## src/rtl/nn_arb_pkg.sv

```systemverilog
// Shared types and constants for the two-requester layer-engine arbiter.
package nn_arb_pkg;

  localparam int unsigned NUM_REQ = 2;

  typedef enum logic [1:0] {IDLE, SEND, RECV} arb_state_t;

  typedef logic req_id_t;

  // Index of the owner encoded in a one-hot two-bit grant.
  function automatic req_id_t owner_of(input logic [NUM_REQ-1:0] g);
    return g[1];
  endfunction

endpackage

```

## src/rtl/nn_layer_arbiter_if.sv

```systemverilog
// Requester-side and engine-side handshake bundle of nn_layer_arbiter.
interface nn_layer_arbiter_if
  import nn_arb_pkg::*;
#(
  parameter int unsigned W = 16
);

  logic [NUM_REQ-1:0] s_valid;
  logic [NUM_REQ-1:0] s_ready;
  logic [W-1:0]       s_data0;
  logic [W-1:0]       s_data1;
  logic [NUM_REQ-1:0] m_valid;
  logic [NUM_REQ-1:0] m_ready;
  logic [W-1:0]       m_data;
  logic               eng_s_valid;
  logic               eng_s_ready;
  logic [W-1:0]       eng_s_data;
  logic               eng_m_valid;
  logic               eng_m_ready;
  logic [W-1:0]       eng_m_data;

  // Arbiter side.
  modport slave (
    input  s_valid, s_data0, s_data1, m_ready, eng_s_ready, eng_m_valid, eng_m_data,
    output s_ready, m_valid, m_data, eng_s_valid, eng_s_data, eng_m_ready
  );

  // Requesters plus engine side.
  modport master (
    output s_valid, s_data0, s_data1, m_ready, eng_s_ready, eng_m_valid, eng_m_data,
    input  s_ready, m_valid, m_data, eng_s_valid, eng_s_data, eng_m_ready
  );

endinterface

```

## src/rtl/nn_rr_pick.sv

```systemverilog
// Combinational two-way round-robin picker; pointer names the preferred requester on a tie.
module nn_rr_pick
  import nn_arb_pkg::*;
(
  input  logic [NUM_REQ-1:0] req,
  input  req_id_t            pointer,
  output logic [NUM_REQ-1:0] winner
);

  always_comb begin
    winner = '0;
    case (req)
      2'b01:   winner = 2'b01;
      2'b10:   winner = 2'b10;
      2'b11:   winner = pointer ? 2'b10 : 2'b01;
      default: winner = '0;
    endcase
  end

endmodule

```

## src/rtl/nn_layer_arbiter.sv

```systemverilog
// Grants one layer engine to one of two requesters for a whole N-in / M-out vector transaction.
// Optional NN_ARB_PERF_CNT_EN adds saturating per-requester completed-transaction counters.
module nn_layer_arbiter
  import nn_arb_pkg::*;
#(
  parameter int unsigned N = 8,
  parameter int unsigned M = 4,
  parameter int unsigned W = 16
) (
  input  logic               clk,
  input  logic               reset,
  nn_layer_arbiter_if.slave  bus,
  output logic [NUM_REQ-1:0] grant,
  output logic               busy
`ifdef NN_ARB_PERF_CNT_EN
  ,
  output logic [15:0]        vec_cnt0,
  output logic [15:0]        vec_cnt1
`endif
);

  localparam int unsigned InW  = (N > 1) ? $clog2(N) : 1;
  localparam int unsigned OutW = (M > 1) ? $clog2(M) : 1;

  arb_state_t         state_q, state_d;
  logic [NUM_REQ-1:0] grant_q;
  req_id_t            ptr_q;
  logic [InW-1:0]     in_cnt_q, in_cnt_d;
  logic [OutW-1:0]    out_cnt_q, out_cnt_d;

  logic [NUM_REQ-1:0] win;
  req_id_t            owner;
  logic               grant_en;
  logic               last_out;

  logic [NUM_REQ-1:0] s_ready, m_valid;
  logic [W-1:0]       m_data, eng_s_data;
  logic               eng_s_valid, eng_m_ready;

  nn_rr_pick u_pick (
    .req     (bus.s_valid),
    .pointer (ptr_q),
    .winner  (win)
  );

  assign owner = owner_of(grant_q);

  always_comb begin
    state_d     = state_q;
    in_cnt_d    = in_cnt_q;
    out_cnt_d   = out_cnt_q;
    grant_en    = 1'b0;
    last_out    = 1'b0;
    s_ready     = '0;
    m_valid     = '0;
    m_data      = '0;
    eng_s_valid = 1'b0;
    eng_s_data  = '0;
    eng_m_ready = 1'b0;
    unique case (state_q)
      IDLE: begin
        if (|bus.s_valid) begin
          grant_en = 1'b1;
          state_d  = SEND;
        end
      end
      SEND: begin
        eng_s_valid    = bus.s_valid[owner];
        eng_s_data     = owner ? bus.s_data1 : bus.s_data0;
        s_ready[owner] = bus.eng_s_ready;
        if (eng_s_valid && bus.eng_s_ready) begin
          if (in_cnt_q == InW'(N - 1)) begin
            in_cnt_d = '0;
            state_d  = RECV;
          end else begin
            in_cnt_d = in_cnt_q + 1'b1;
          end
        end
      end
      RECV: begin
        m_valid[owner] = bus.eng_m_valid;
        m_data         = bus.eng_m_data;
        eng_m_ready    = bus.m_ready[owner];
        if (bus.eng_m_valid && eng_m_ready) begin
          if (out_cnt_q == OutW'(M - 1)) begin
            out_cnt_d = '0;
            last_out  = 1'b1;
            state_d   = IDLE;
          end else begin
            out_cnt_d = out_cnt_q + 1'b1;
          end
        end
      end
      default: state_d = IDLE;
    endcase
  end

  always_ff @(posedge clk) begin
    if (reset) begin
      state_q   <= IDLE;
      grant_q   <= '0;
      ptr_q     <= 1'b0;
      in_cnt_q  <= '0;
      out_cnt_q <= '0;
    end else begin
      state_q   <= state_d;
      in_cnt_q  <= in_cnt_d;
      out_cnt_q <= out_cnt_d;
      if (grant_en) begin
        grant_q <= win;
      end else if (last_out) begin
        // Hand the tie-break to the requester that just waited.
        grant_q <= '0;
        ptr_q   <= ~owner;
      end
    end
  end

`ifdef NN_ARB_PERF_CNT_EN
  always_ff @(posedge clk) begin
    if (reset) begin
      vec_cnt0 <= '0;
      vec_cnt1 <= '0;
    end else if (last_out) begin
      if (!owner && vec_cnt0 != 16'hFFFF) vec_cnt0 <= vec_cnt0 + 16'd1;
      if (owner && vec_cnt1 != 16'hFFFF)  vec_cnt1 <= vec_cnt1 + 16'd1;
    end
  end
`endif

  assign grant           = grant_q;
  assign busy            = (state_q != IDLE);
  assign bus.s_ready     = s_ready;
  assign bus.m_valid     = m_valid;
  assign bus.m_data      = m_data;
  assign bus.eng_s_valid = eng_s_valid;
  assign bus.eng_s_data  = eng_s_data;
  assign bus.eng_m_ready = eng_m_ready;

endmodule

```

## src/flat_wrapper.sv

```systemverilog
// flat-port wrapper written by rule: the top's interface ports become plain ports
module nn_layer_arbiter_flat import nn_arb_pkg::*;
#(
  parameter int unsigned N = 8,
  parameter int unsigned M = 4,
  parameter int unsigned W = 16
)
  (clk, reset, grant, busy, bus_s_valid, bus_s_data0, bus_s_data1, bus_m_ready, bus_eng_s_ready, bus_eng_m_valid, bus_eng_m_data, bus_s_ready, bus_m_valid, bus_m_data, bus_eng_s_valid, bus_eng_s_data, bus_eng_m_ready);
  nn_layer_arbiter_if #(.W(W)) bus_i ();
  input  logic clk;
  input  logic reset;
  output logic [NUM_REQ-1:0] grant;
  output logic busy;
  input wire logic [$bits(bus_i.s_valid)-1:0] bus_s_valid;
  input wire logic [$bits(bus_i.s_data0)-1:0] bus_s_data0;
  input wire logic [$bits(bus_i.s_data1)-1:0] bus_s_data1;
  input wire logic [$bits(bus_i.m_ready)-1:0] bus_m_ready;
  input wire logic [$bits(bus_i.eng_s_ready)-1:0] bus_eng_s_ready;
  input wire logic [$bits(bus_i.eng_m_valid)-1:0] bus_eng_m_valid;
  input wire logic [$bits(bus_i.eng_m_data)-1:0] bus_eng_m_data;
  output wire logic [$bits(bus_i.s_ready)-1:0] bus_s_ready;
  output wire logic [$bits(bus_i.m_valid)-1:0] bus_m_valid;
  output wire logic [$bits(bus_i.m_data)-1:0] bus_m_data;
  output wire logic [$bits(bus_i.eng_s_valid)-1:0] bus_eng_s_valid;
  output wire logic [$bits(bus_i.eng_s_data)-1:0] bus_eng_s_data;
  output wire logic [$bits(bus_i.eng_m_ready)-1:0] bus_eng_m_ready;
  assign bus_i.s_valid = bus_s_valid;
  assign bus_i.s_data0 = bus_s_data0;
  assign bus_i.s_data1 = bus_s_data1;
  assign bus_i.m_ready = bus_m_ready;
  assign bus_i.eng_s_ready = bus_eng_s_ready;
  assign bus_i.eng_m_valid = bus_eng_m_valid;
  assign bus_i.eng_m_data = bus_eng_m_data;
  assign bus_s_ready = bus_i.s_ready;
  assign bus_m_valid = bus_i.m_valid;
  assign bus_m_data = bus_i.m_data;
  assign bus_eng_s_valid = bus_i.eng_s_valid;
  assign bus_eng_s_data = bus_i.eng_s_data;
  assign bus_eng_m_ready = bus_i.eng_m_ready;
  nn_layer_arbiter #(.N(N), .M(M), .W(W)) u_core (.clk(clk), .reset(reset), .bus(bus_i), .grant(grant), .busy(busy));
endmodule
```

## config.mk

```make
export PLATFORM = sky130hd
export DESIGN_NAME = nn_layer_arbiter_flat
export DESIGN_NICKNAME = d
export VERILOG_FILES = /design/src/rtl/nn_arb_pkg.sv /design/src/rtl/nn_layer_arbiter_if.sv /design/src/rtl/nn_rr_pick.sv /design/src/rtl/nn_layer_arbiter.sv /design/src/flat_wrapper.sv
export SDC_FILE = /design/constraint.sdc
export NUM_CORES = 1
export LEC_CHECK = 0
export BUFFER_PORTS_ARGS = -buffer_cell sky130_fd_sc_hd__buf_2
export CAP_MARGIN = 15
export CORE_ASPECT_RATIO = 0.5
export CORE_MARGIN = 2
export CORE_UTILIZATION = 26
export CTS_CLUSTER_DIAMETER = 120
export CTS_CLUSTER_SIZE = 8
export DETAILED_ROUTE_END_ITERATION = 12
export PLACE_DENSITY_LB_ADDON = 0.08
export SYNTH_ARGS = -nofsm -noshare
export SYNTH_HDL_FRONTEND = slang
export SYNTH_SLANG_ARGS = --single-unit
```

## constraint.sdc

```tcl
create_clock -name clk -period 1.65 [get_ports clk]
set_input_delay 0.33 -clock clk [delete_from_list [all_inputs] [get_ports clk]]
set_output_delay 0.33 -clock clk [all_outputs]
set_load 0.05 [all_outputs]
```

Yosys cells after proc, flatten, opt, wreduce, memory -nomap -nowiden
Cells that the tools add are included.
{"block": "word_totals", "regBits": 10, "latchBits": 0, "mem_bits_rw": 0, "mem_bits_ro": 0, "input_bits": 56, "memories": 0}
{"block": "classes", "addsub": 2, "n_mul": 0, "n_div": 0, "n_lt_le_gt_ge": 2, "eq_ne": 12, "shift": 0, "mux": 30, "bitwise_logic": 4, "n_reduce_logical": 11}
{"op": "2-to-1 mux 16 bit", "count": 3}
{"op": "2-to-1 mux 2 bit", "count": 11}
{"op": "2-to-1 mux 1 bit", "count": 12}
{"op": "case mux 2 bit (3 select lines)", "count": 2}
{"op": "inequality test 2 x 1 -> 1 bit (second input constant)", "count": 5}
{"op": "equality test 2 bit (second input constant)", "count": 4}
{"op": "AND reduction 2 bit", "count": 3}
{"op": "AND reduction 5 bit", "count": 1}
{"op": "AND 2 bit", "count": 2}
{"op": "equality test 2 x 1 -> 1 bit (second input constant)", "count": 2}
{"op": "nonzero test 2 bit", "count": 2}
{"op": "adder 3 x 1 -> 3 bit (second input constant)", "count": 1}
{"op": "equality test 3 bit (second input constant)", "count": 1}
{"op": "logical AND 1 bit", "count": 3}
{"op": "2-to-1 mux 3 bit", "count": 1}
{"op": "adder 2 x 1 -> 2 bit (second input constant)", "count": 1}
{"op": "zero test 2 bit", "count": 1}
{"op": "less-than comparator 1 x 2 -> 1 bit (second input constant)", "count": 1}
{"op": "NOT 1 bit", "count": 2}
{"op": "OR reduction 2 bit", "count": 1}
{"op": "demux 1 bit (select 1 bit)", "count": 1}
{"op": "greater-or-equal comparator 1 bit (second input constant)", "count": 1}

Depth between registers and ports, before layout
Gate-level depths: netlist (run 1).
{"block": "logic_depth", "ltp_word": 7, "mapped_depth": 5}

Hierarchy
A second synthesis (run 1) with hierarchy kept.
{"block": "hier_totals", "hier_cells": 123, "area_unflattened_um2": 947.2}
{"module": "nn_layer_arbiter", "instances": 1, "cells_per_inst": 120, "area_per_inst_um2": 928.4}
{"module": "nn_rr_pick", "instances": 1, "cells_per_inst": 3, "area_per_inst_um2": 18.8}

Worst setup path after synthesis (run 1)
Ideal clock, no wire load.
{"block": "synth_path", "kind": "reg2out", "startpoint": "reg u_core.grant_q[1], in the netlist u_core.grant[1]", "endpoint": "out bus_eng_s_data[10]", "arrival_ns": 1.888, "slack_ns": -0.568, "stages_incl_launch_ff": 5, "path_buffers": 2, "path_cell_list": "dfxtp_1 > buf_2 > buf_2 > mux2i_1 > nor2_1"}
{"block": "synth_between", "elab_chain_len": 2}
{"item": "from (decl)", "line_no": "nn_layer_arbiter.sv:26", "text": "logic [NUM_REQ-1:0] grant_q;"}
{"item": "from (signal assigned)", "line_no": "nn_layer_arbiter.sv:110", "text": "grant_q <= win;"}
{"item": "2-to-1 mux 16 bit", "line_no": "nn_layer_arbiter.sv:69", "text": "eng_s_data = owner ? bus.s_data1 : bus.s_data0;"}
{"item": "2-to-1 mux 16 bit", "line_no": "nn_layer_arbiter.sv:60", "text": "unique case (state_q)"}
{"item": "to (decl)", "line_no": "flat_wrapper.sv:25", "text": "output wire logic [$bits(bus_i.eng_s_data)-1:0] bus_eng_s_data;"}
No other way between the ends.

Worst setup path after layout (run 1)
{"block": "layout_path", "startpoint": "reg u_core.grant_q[1], in the netlist u_core.grant[1]", "endpoint": "out bus_eng_s_data[3]"}
Same word-level chain as after synthesis.

==> results of run 1 <==
## cell usage after synthesis (all sizes together) (2+ instances only)
master / n / area (um2)
nor2: 25 / 93.8
mux2i: 18 / 193
and2: 16 / 100
dfxtp: 10 / 200
a21oi: 6 / 30.0
o21ai: 6 / 30.0
buf: 5 / 26.3
nand2b: 4 / 25.0
ha: 3 / 37.5
clkbuf: 2 / 7.51
inv: 2 / 7.51
mux2: 2 / 22.5
nand2: 2 / 7.51
nand3b: 2 / 15.0
nand4b: 2 / 17.5
nor3: 2 / 15.0
or4: 2 / 15.0
## final timing paths
path                                                      start                              end  slack, ns  cells after the start
worst max-delay path               u_core.grant[1]$_SDFFE_PP0P_                bus_eng_s_data[3]       0.03                      4
worst min-delay path                                      reset   u_core.state_q[1]$_SDFFE_PP0P_       0.42                      2
worst max register to register     u_core.grant[1]$_SDFFE_PP0P_        u_core.ptr_q$_SDFFE_PP0P_       0.10                      5
worst min register to register  u_core.in_cnt_q[1]$_SDFFE_PP0P_  u_core.in_cnt_q[1]$_SDFFE_PP0P_       0.48                      2
## layout make-up
type	count	area (um2)	area share [%]
clock buffer	4	55.1	2.78
inverter	2	7.51	0.379
tap	51	63.8	3.22
sequential	10	206	10.4
timing repair buffer	107	768	38.7
multi-input combinational	101	882	44.5
## state kept, by name, indices dropped and copies added (netlist names)
| signal | cells |
|---|---|
| u_core.in_cnt_q | 3 |
| u_core.grant | 2 |
| u_core.out_cnt_q | 2 |
| u_core.state_q | 2 |
| u_core.ptr_q | 1 |
## through the flow
step	total power (uW)	worst slack, ns	utilization [%]	std cells
4_1_cts	1050	0.00664	53.7	273
2_1_floorplan	565	0.0304	-	120
5_1_grt	1120	-0.0104	57.7	275
3_5_place_dp	703	0.114	48.6	265
3_3_place_gp	700	0.165	48.6	265
6_report	1070	0.0332	57.7	275
## metal layers
layer / GRT usage (%) / vias to the layer above / wire length (um)
met1: 15.6 / 534 / 1350
met2: 24.6 / 60 / 1490
met5: 0 / - / 0
met4: 5.45 / 0 / 19
met3: 0 / 2 / 284
li1: - / 627 / -
## where the power goes
group | switching [uW] | internal (uW)
Sequential | 9.89 | 250
Combinational | 295 | 206
Clock | 102 | 210
Total | 407 | 665
## cells by family (layout without fill, tap and decap cells)
| group | Yosys count | after routing |
|---|---|---|
| muxes | 20 | 20 |
| AOI/OAI and AO/OA | 17 | 17 |
| and+or+nand+nor | 61 | 61 |
| DFF | 10 | 10 |
| adders and majority gates | 3 | 3 |
| buffers and inverters | 9 | 113 |
## timing repair
item,4_1_cts,5_1_grt
gates resized for setup,36,29
pin swaps,1,1
setup buffers,4,1
hold buffers,0,0
setup endpoints to repair,38,28
cloned,0,1
==> metrics.yaml, run 1 <==
routing:
  wire_per_inst_um: 11.4
  drt_iter0_drc: 29
  wl_mm: 3.15
  drt_pass1_iterations: 4
  vias_per_cell: 4.45
  drc_errors: 0
  num_vias: 1223
  antenna_left: 0
synth:
  synth_xor_area_share_pct: 0
  synthAdderAreaFrac_pct: 4.02
  syn_nets: 179
  synthSimpleGateAreaFrac_pct: 35.8
  synth-compound-area-share_pct: 11.3
  ys_seq_area_share_pct: 21.4
  ys_warn_count: 0
  synth_top_family_by_area: "simple AND/OR/NAND/NOR gates"
  async_reset_ff_share_pct: 0
  synth_cells: 120
  syn_area_per_cell_um2: 7.78
  yosys-mux-area-fraction_pct: 23.1
  ys_seq_elements: 10
  synth_edf_count: 0
  synth-main-ff-cell: "dfxtp_1"
  synth_cell_types: 32
  synth_area_um2: 933
final_layout:
  fin_area_um2: 1980
  final_common_cell: "buf_2"
  layout_common_cells: "buf_2 (60), buf_4 (25), nor2_4 (18)"
  antenna_cells: 0
  n_fill_cell: 314
  nNetsFinal: 284
  area_growth_pct: 112
  drive_gt1_share_pct: 67.9
critical_path:
  cp_max_fo: 13
  slowest_delay_ns: 0.37
  path_cells: "buf_12 > mux2i_1 > nor2_4 > buf_4"
  start_kind: "flip-flop"
  critPathBufInv: 2
  cp.arrival_ns: 1.29
  worstPathRequired_ns: 1.32
  crit_type: "reg -> out"
  cpLargestDelayFamily: "flip-flops"
  end_kind: "primary output"
  cpMaxStageDelayCell: "dfxtp_4"
timing:
  layout_min_cycle_time_ns: 1.62
  setup_tns_ns: 0
  max_freq_ghz: 0.619
  finalSetupViolCount: 0
  drv_slew: 0
  slew_headroom_pct: 74.0
  hold_viol: 0
  final.period_utilization_pct: 98.0
  rsz0062_at_grt: "yes"
  skew_ns: 0.00393
  tightest_slew_ns: 0.387
  whs_ns: 0.418
clocking:
  clock-sinks: 10
  cts_root_buffer: "clkbuf_8"
  clk_pin_slew_ns: 0.05
  htreeDepth: 1
  cts_tree: "done"
  cts_buffer_depth: 2
  clk_latency_ns: 0.24
  cts_buffers: 3
die:
  num_rows: 15
  start_util_pct: 27.2
  die_w_um: 88.7
  core-area_um2: 3430
  die-area_um2: 4110
  ios: 97
  dieHeight_um: 46.4
placed_design:
  placed_cell_area_um2: 1670
  gp_congestion: 0.682
  hpwl_mm: 2.26
  portBuffers: 96
global_routing:
  grt_pass1_vias: 1012
  grt_usage_pct: 12.8
  antenna_found_initial: 0
  grt_max_degree: 20
  grt.overflow.total: 0
  grt_pass1_wl_mm: 4.11
run:
  max_cap_violations: 0
power:
  p_leak_uw: 0.000904
  irDropWorstVdd_v: 0.000278
  power_density_nw_per_um2: 541
outcome:
  status: "completed"
min_path:
  min_path_type: "in -> reg"
Note: power is estimated with default switching activity, not from simulation.
==> run 2, diff against run 1 <==
- ABC_AREA: not set -> 1
- CORE_UTILIZATION: 26 -> 35
==> run 2 against run 1 <==
Clock skew is 0.00087 ns higher; power fell by 5.4%; die area fell by 25%; highest routed layer unchanged; hold slack worse by 0.075 ns; register-to-register slack improved by 0.34 ns; maximum frequency is 2.0% higher; critical path depth unchanged; synthesized cell count up 43%; largest cell class unchanged; core utilization is 12 points higher; combinational power is 10% lower; flip-flop and latch count unchanged; clock power fell by 3%.
==> metrics.yaml, run 2 <==
clocking:
  cts_root_buffer: "clkbuf_8"
  postCtsHoldBufs: 0  # unchanged
  clk_latency_ns: 0.23  # about the same
  cts_buffers: 3  # unchanged
  clk_pin_slew_ns: 0.05  # about the same
  htreeDepth: 1  # unchanged
  clock-sinks: 10  # unchanged
  cts_tree: "done"
  cts_buffer_depth: 2  # unchanged
placed_design:
  gp_congestion: 0.717  # +5.1%
  portBuffers: 96  # unchanged
  placed_cell_area_um2: 1620  # -3.1%
  pre_cts_slack_ns: 0.128  # +0.0136 ns
  placedCellCount: 302  # +14%
  hpwl_mm: 2.48  # +9.9%
synth:
  async_reset_ff_share_pct: 0  # unchanged
  synth_xor_area_share_pct: 0  # unchanged
  synth-compound-area-share_pct: 16.3  # +5.0 points
  synth_top_family_by_area: "simple AND/OR/NAND/NOR gates"
  synth_area_leader_cell: "dfxtp_1"
  syn_nets: 230  # +28%
  synth_top_cell_area_share_pct: 21.7  # +0.26 points
  yosysMostFrequentCell: "nand2_1"
  synth_area_um2: 922  # -1.2%
  synthSimpleGateAreaFrac_pct: 42.6  # +6.8 points
  syn_area_per_cell_um2: 5.39  # -31%
  ys_seq_elements: 10  # unchanged
  ys_seq_area_share_pct: 21.7  # +0.26 points
  ys_top_cells_by_count: "nand2_1 (44), nor2_1 (33), inv_1 (24)"
  ys_warn_count: 0  # unchanged
  yosys-mux-area-fraction_pct: 0  # -23 points
  synth_edf_count: 0  # unchanged
  synth.area.top_cells: "dfxtp_1 (22%), nand2_1 (18%), nor2_1 (13%), a21oi_1 (12%), inv_1 (9.8%)"
  synth_cell_types: 18  # -44%
  synth-main-ff-cell: "dfxtp_1"
  synthAdderAreaFrac_pct: 4.07  # +0.049 points
  synth_cells: 171  # +43%
routing:
  wl_mm: 3.17  # +0.83%
  vias_per_cell: 4.40  # -1.1%
  wire_per_inst_um: 10.3  # -9.7%
  num_vias: 1350  # +10%
  drc_errors: 0  # unchanged
  drt_iter0_drc: 46  # +59%
  drt_pass1_iterations: 4  # unchanged
  antenna_left: 0  # unchanged
power:
  seq_power_share_pct: 25.9  # +1.7 points
  p_switching_uw: 394  # -3.2%
  irDropWorstVdd_v: 0.000572  # +110%
  power_density_nw_per_um2: 570  # +5.5%
  p_sw_share_pct: 38.8  # +0.86 points
  internal_power_uw: 621  # -6.7%
  p_leak_uw: 0.000991  # +9.6%
  power_frac_comb_pct: 44.3  # -2.3 points
  clock_power_share_pct: 29.8  # +0.6 points
timing:
  layout_min_cycle_time_ns: 1.58  # -0.0321 ns
  max_freq_ghz: 0.631  # +2.0%
  hold_viol: 0  # unchanged
  drv_slew: 0  # unchanged
  finalSetupViolCount: 0  # unchanged
  final.setup.worst_slack_ns: 0.0653  # +0.0321 ns
  skew_ns: 0.00480  # +0.000872 ns
  tightest_slew_ns: 0.461  # +0.0743 ns
  setup_tns_ns: 0  # unchanged
  final.period_utilization_pct: 96.0  # -1.9 points
  slew_headroom_pct: 68.9  # -5.1 points
min_path:
  min_path_type: "in -> reg"
outcome:
  status: "completed"
die:
  num_rows: 13  # -2
  die-area_um2: 3090  # -25%
  ios: 97  # unchanged
  start_util_pct: 36.1  # +8.9 points
  core-area_um2: 2550  # -26%
  dieHeight_um: 40.3  # -13%
  die_w_um: 76.6  # -14%
critical_path:
  worstPathRequired_ns: 1.32  # about the same
  crit_type: "reg -> out"
  cp.arrival_ns: 1.25  # -0.04 ns
  start_kind: "flip-flop"
  cp_max_fo: 20  # +7
  end_kind: "primary output"
global_routing:
  grt_pass1_vias: 1129  # +12%
  grt_usage_pct: 19.5  # +6.7 points
  antenna_found_initial: 0  # unchanged
  grt_pass1_wl_mm: 4.75  # +15%
  grt_max_degree: 21  # +5.0%
  grt.overflow.total: 0  # unchanged
final_layout:
  area_growth_pct: 92.9
  final_common_cell: "buf_2"
  fin_area_um2: 1780  # -10%
  largest_reg_flops: 3  # unchanged
  final_cell_count_no_fill: 307  # +12%
  nNetsFinal: 330  # +16%
  n_fill_cell: 239  # -24%
  drive_gt1_share_pct: 50.4  # -17 points
  layout_common_cells: "buf_2 (68), nand2_1 (44), nor2_1 (30)"
  antenna_cells: 0  # unchanged
  top_register: "u_core.in_cnt_q"
run:
  max_cap_violations: 0  # unchanged
run 2: cell types whose count changed after synthesis, sizes merged, moves of 11 or more:
| cell | before | now |
|---|---|---|
| nand2 | 2 | 45 |
| inv | 2 | 28 |
| mux2i | 18 | 0 |
| a21oi | 6 | 22 |
| and2 | 16 | 0 |
| nor2 | 25 | 36 |
run 2: layout make-up:
| cell class | instances | area [um2] | area share [%] |
|---|---|---|---|
| Clock buffer | 4 | 55.1 | 3.09 |
| Inverter | 29 | 116 | 6.54 |
| Multi-Input combinational cell | 126 | 737 | 41.4 |
| Sequential cell | 10 | 205 | 11.5 |
| Tap cell | 37 | 46.3 | 2.60 |
| Timing Repair Buffer | 101 | 619 | 34.8 |
run 2: power groups by stage:
stage                     Clock (uW)  Sequential, uW  Combinational, uW
after floorplan                    0             277                283
after global placement             0             265                419
after detailed placement           0             266                424
after CTS                        305             262                447
after global routing             314             263                483
final                            303             262                450
run 2: kinds of logic (layout without fill, tap and decap cells):
logic type | after synthesis | count (layout)
AOI/OAI and AO/OA | 30 | 30
adders and majority gates | 3 | 3
buffers and inverters | 35 | 134
DFF | 10 | 10
and+or+nand+nor | 93 | 93
run 2: layer usage:
metal | track usage (%) | share of wire (%)
met5 | 0 | 0
met4 | 7.73 | 0.25
met3 | 3.83 | 5.7
met2 | 41.8 | 54
met1 | 20.3 | 40
run 2: critical path, stage by stage, from the launching register on:
cell and delay [ns]:
dfxtp_4 0.36, inv_4 0.18, nand2_1 0.13, a21oi_4 0.15, buf_4 0.20
run 2: path summary, 6_finish.rpt:
check	from	end	slack, ns	cells after the start
max	u_core.grant[1]$_SDFFE_PP0P_	bus_eng_s_data[10]	0.07	4
min	reset	u_core.grant[1]$_SDFFE_PP0P_	0.34	2
max reg2reg	u_core.grant[1]$_SDFFE_PP0P_	u_core.out_cnt_q[1]$_SDFFE_PP0P_	0.44	6
min reg2reg	u_core.grant[0]$_SDFFE_PP0P_	u_core.grant[0]$_SDFFE_PP0P_	0.48	2
run 2: through the flow:
stage	hold slack [ns]	utilization, %	power, uW
2_1_floorplan	0.389	-	560
3_3_place_gp	0.448	63.4	684
4_1_cts	0.337	68.0	1010
3_5_place_dp	0.472	63.4	689
6_report	0.343	69.7	1010
5_1_grt	0.352	69.7	1060
run 2: repair_timing:
| action | in CTS | in global routing |
|---|---|---|
| pin swaps | 0 | 1 |
| hold endpoints to repair | 0 | 0 |
| setup buffers | 0 | 1 |
| gates resized for setup | 24 | 13 |
| endpoints found under the setup margin | 31 | 38 |
==> run 3, diff against run 2 <==
- BUFFER_PORTS_ARGS: -buffer_cell sky130_fd_sc_hd__buf_2 -> -buffer_cell sky130_fd_sc_hd__buf_4
- HOLD_SLACK_MARGIN: not set -> 0.02
==> run 3 against run 2 <==
First-iteration DRC count is 22% higher; combinational power is 11% higher; final area is 12% higher; largest power group unchanged; highest routed layer unchanged; sequential power hardly changed.
==> metrics.yaml, run 3 (synthesis gave the netlist of run 2 again) <==
outcome:
  status: "completed"
global_routing:
  grt_pass1_vias: 1054  # -6.6%
  grt.overflow.total: 0  # unchanged
  grt_pass1_wl_mm: 4.87  # +2.6%
  grt_usage_pct: 20.3  # +0.82 points
  grt_max_degree: 21  # unchanged
  antenna_found_initial: 0  # unchanged
die:
  dieHeight_um: 40.3  # unchanged
  die_w_um: 76.6  # unchanged
  start_util_pct: 36.1  # unchanged
  num_rows: 13  # unchanged
  core-area_um2: 2550  # unchanged
  die-area_um2: 3090  # unchanged
  ios: 97  # unchanged
critical_path:
  rr_worst_depth: 8  # +2
  path_cells: "inv_2 > nand2_1 > buf_8 > a21oi_2 > buf_4"
  cpMaxStageDelayCell: "dfxtp_2"
  end_kind: "primary output"
  cp_max_fo: 17  # -15%
  crit_type: "reg -> out"
  start_kind: "flip-flop"
  cpLargestDelayFamily: "buffers and inverters"
  cp.arrival_ns: 1.25  # about the same
  slowest_delay_ns: 0.34  # -0.02 ns
  worstPathRequired_ns: 1.32  # about the same
  critPathBufInv: 3  # +1
  cp_num_cells: 5  # +1
timing:
  setup_tns_ns: 0  # unchanged
  tightest_slew_ns: 0.448  # -0.0128 ns
  hold_viol: 0  # unchanged
  finalSetupViolCount: 0  # unchanged
  skew_ns: 0.00306  # -0.00174 ns
  final.period_utilization_pct: 95.9  # -0.10 points
  final.setup.worst_slack_ns: 0.0671  # +0.00173 ns
  drv_slew: 0  # unchanged
  max_freq_ghz: 0.632  # +0.11%
  layout_min_cycle_time_ns: 1.58  # -0.00173 ns
  rsz0062_at_grt: "yes"
  whs_ns: 0.303  # -0.0403 ns
  slew_headroom_pct: 69.8  # +0.86 points
final_layout:
  antenna_cells: 0  # unchanged
  largest_reg_flops: 3  # unchanged
  nNetsFinal: 332  # +0.61%
  drive_gt1_share_pct: 51.8  # +1.5 points
  top_register: "u_core.in_cnt_q"
  n_fill_cell: 197  # -18%
  fin_area_um2: 2000  # +12%
  final_common_cell: "buf_4"
  layout_common_cells: "buf_4 (90), nand2_1 (44), nor2_1 (29)"
  finalCoreUtilization_pct: 78.1  # +8.5 points
  area_growth_pct: 116
placed_design:
  gp_congestion: 0.782  # +9.0%
  placed_cell_area_um2: 1840  # +14%
  pre_cts_slack_ns: 0.127  # -0.00105 ns
  hpwl_mm: 2.67  # +7.6%
  portBuffers: 96  # unchanged
clocking:
  cts_buffers: 3  # unchanged
  htreeDepth: 1  # unchanged
  cts_buffer_depth: 2  # unchanged
  clock-sinks: 10  # unchanged
  clk_latency_ns: 0.23  # about the same
  cts_tree: "done"
  cts_root_buffer: "clkbuf_8"
  clk_pin_slew_ns: 0.05  # about the same
min_path:
  min_path_type: "in -> reg"
  min_path_cells: 2  # unchanged
routing:
  antenna_left: 0  # unchanged
  vias_per_cell: 4.44  # +1.0%
  wl_mm: 3.41  # +7.6%
  num_vias: 1373  # +1.7%
  drt_pass1_iterations: 4  # unchanged
  drt_iter0_drc: 56  # +22%
  drc_errors: 0  # unchanged
  wire_per_inst_um: 11.0  # +6.9%
power:
  irDropWorstVdd_v: 0.000611  # +6.9%
  p_leak_uw: 0.00106  # +6.7%
  power_density_nw_per_um2: 531  # -6.9%
run:
  max_cap_violations: 0  # unchanged
-- run 3: cell type report --
cell class,count,area (um2),area share (%)
repair buffers,103,823,41.3
inverters,29,116,5.83
flip-flops and latches,10,206,10.3
clock buffers,4,55.1,2.76
multi-input cells,126,748,37.5
well taps,37,46.3,2.32
-- run 3: final timing paths --
| kind | startpoint | to | slack (ns) |
|---|---|---|---|
| max | u_core.state_q[1]$_SDFFE_PP0P_ | bus_eng_s_data[14] | 0.07 |
| min | reset | u_core.grant[1]$_SDFFE_PP0P_ | 0.30 |
| max reg2reg | u_core.grant[1]$_SDFFE_PP0P_ | u_core.in_cnt_q[1]$_SDFFE_PP0P_ | 0.35 |
| min reg2reg | u_core.ptr_q$_SDFFE_PP0P_ | u_core.ptr_q$_SDFFE_PP0P_ | 0.46 |
-- run 3: through the flow --
step / cells / total power (uW)
floorplan: 171 / 560
global placement: 301 / 738
detailed placement: 301 / 744
CTS: 305 / 1050
global route: 309 / 1120
finish: 309 / 1060
-- run 3: worst register-to-register path: cells and delay by family (launching register included) --
kind	cells	cell delay, ns
AND/OR/NAND/NOR	5	0.47
AO/OA/AOI/OAI	1	0.07
flip-flops	1	0.38
buffers and inverters	2	0.29
-- run 3: routing by layer --
| layer | part of all wire, % | vias to the layer above | wire [um] | global-route usage, % |
|---|---|---|---|---|
| li1 | - | 731 | - | - |
| met1 | 44 | 600 | 1490 | 25.6 |
| met2 | 50 | 38 | 1720 | 36.5 |
| met3 | 5.0 | 4 | 172 | 3.83 |
| met4 | 1.0 | 0 | 35 | 7.73 |
| met5 | 0 | - | 0 | 0 |
-- run 3: timing repair --
item	4_1_cts	5_1_grt
hold buffers	0	0
setup endpoints to repair	36	26
gates resized for setup	7	15
buffers inserted	0	4
endpoints found under the hold margin	0	0
pin swaps	0	0
-- run 3: power by group --
part	switching, uW	leakage, uW	internal (uW)
sequential	11.1	0.0000829	252
clock	87.6	0.0000288	209
combinational	296	0.000945	204
total	395	0.00106	665
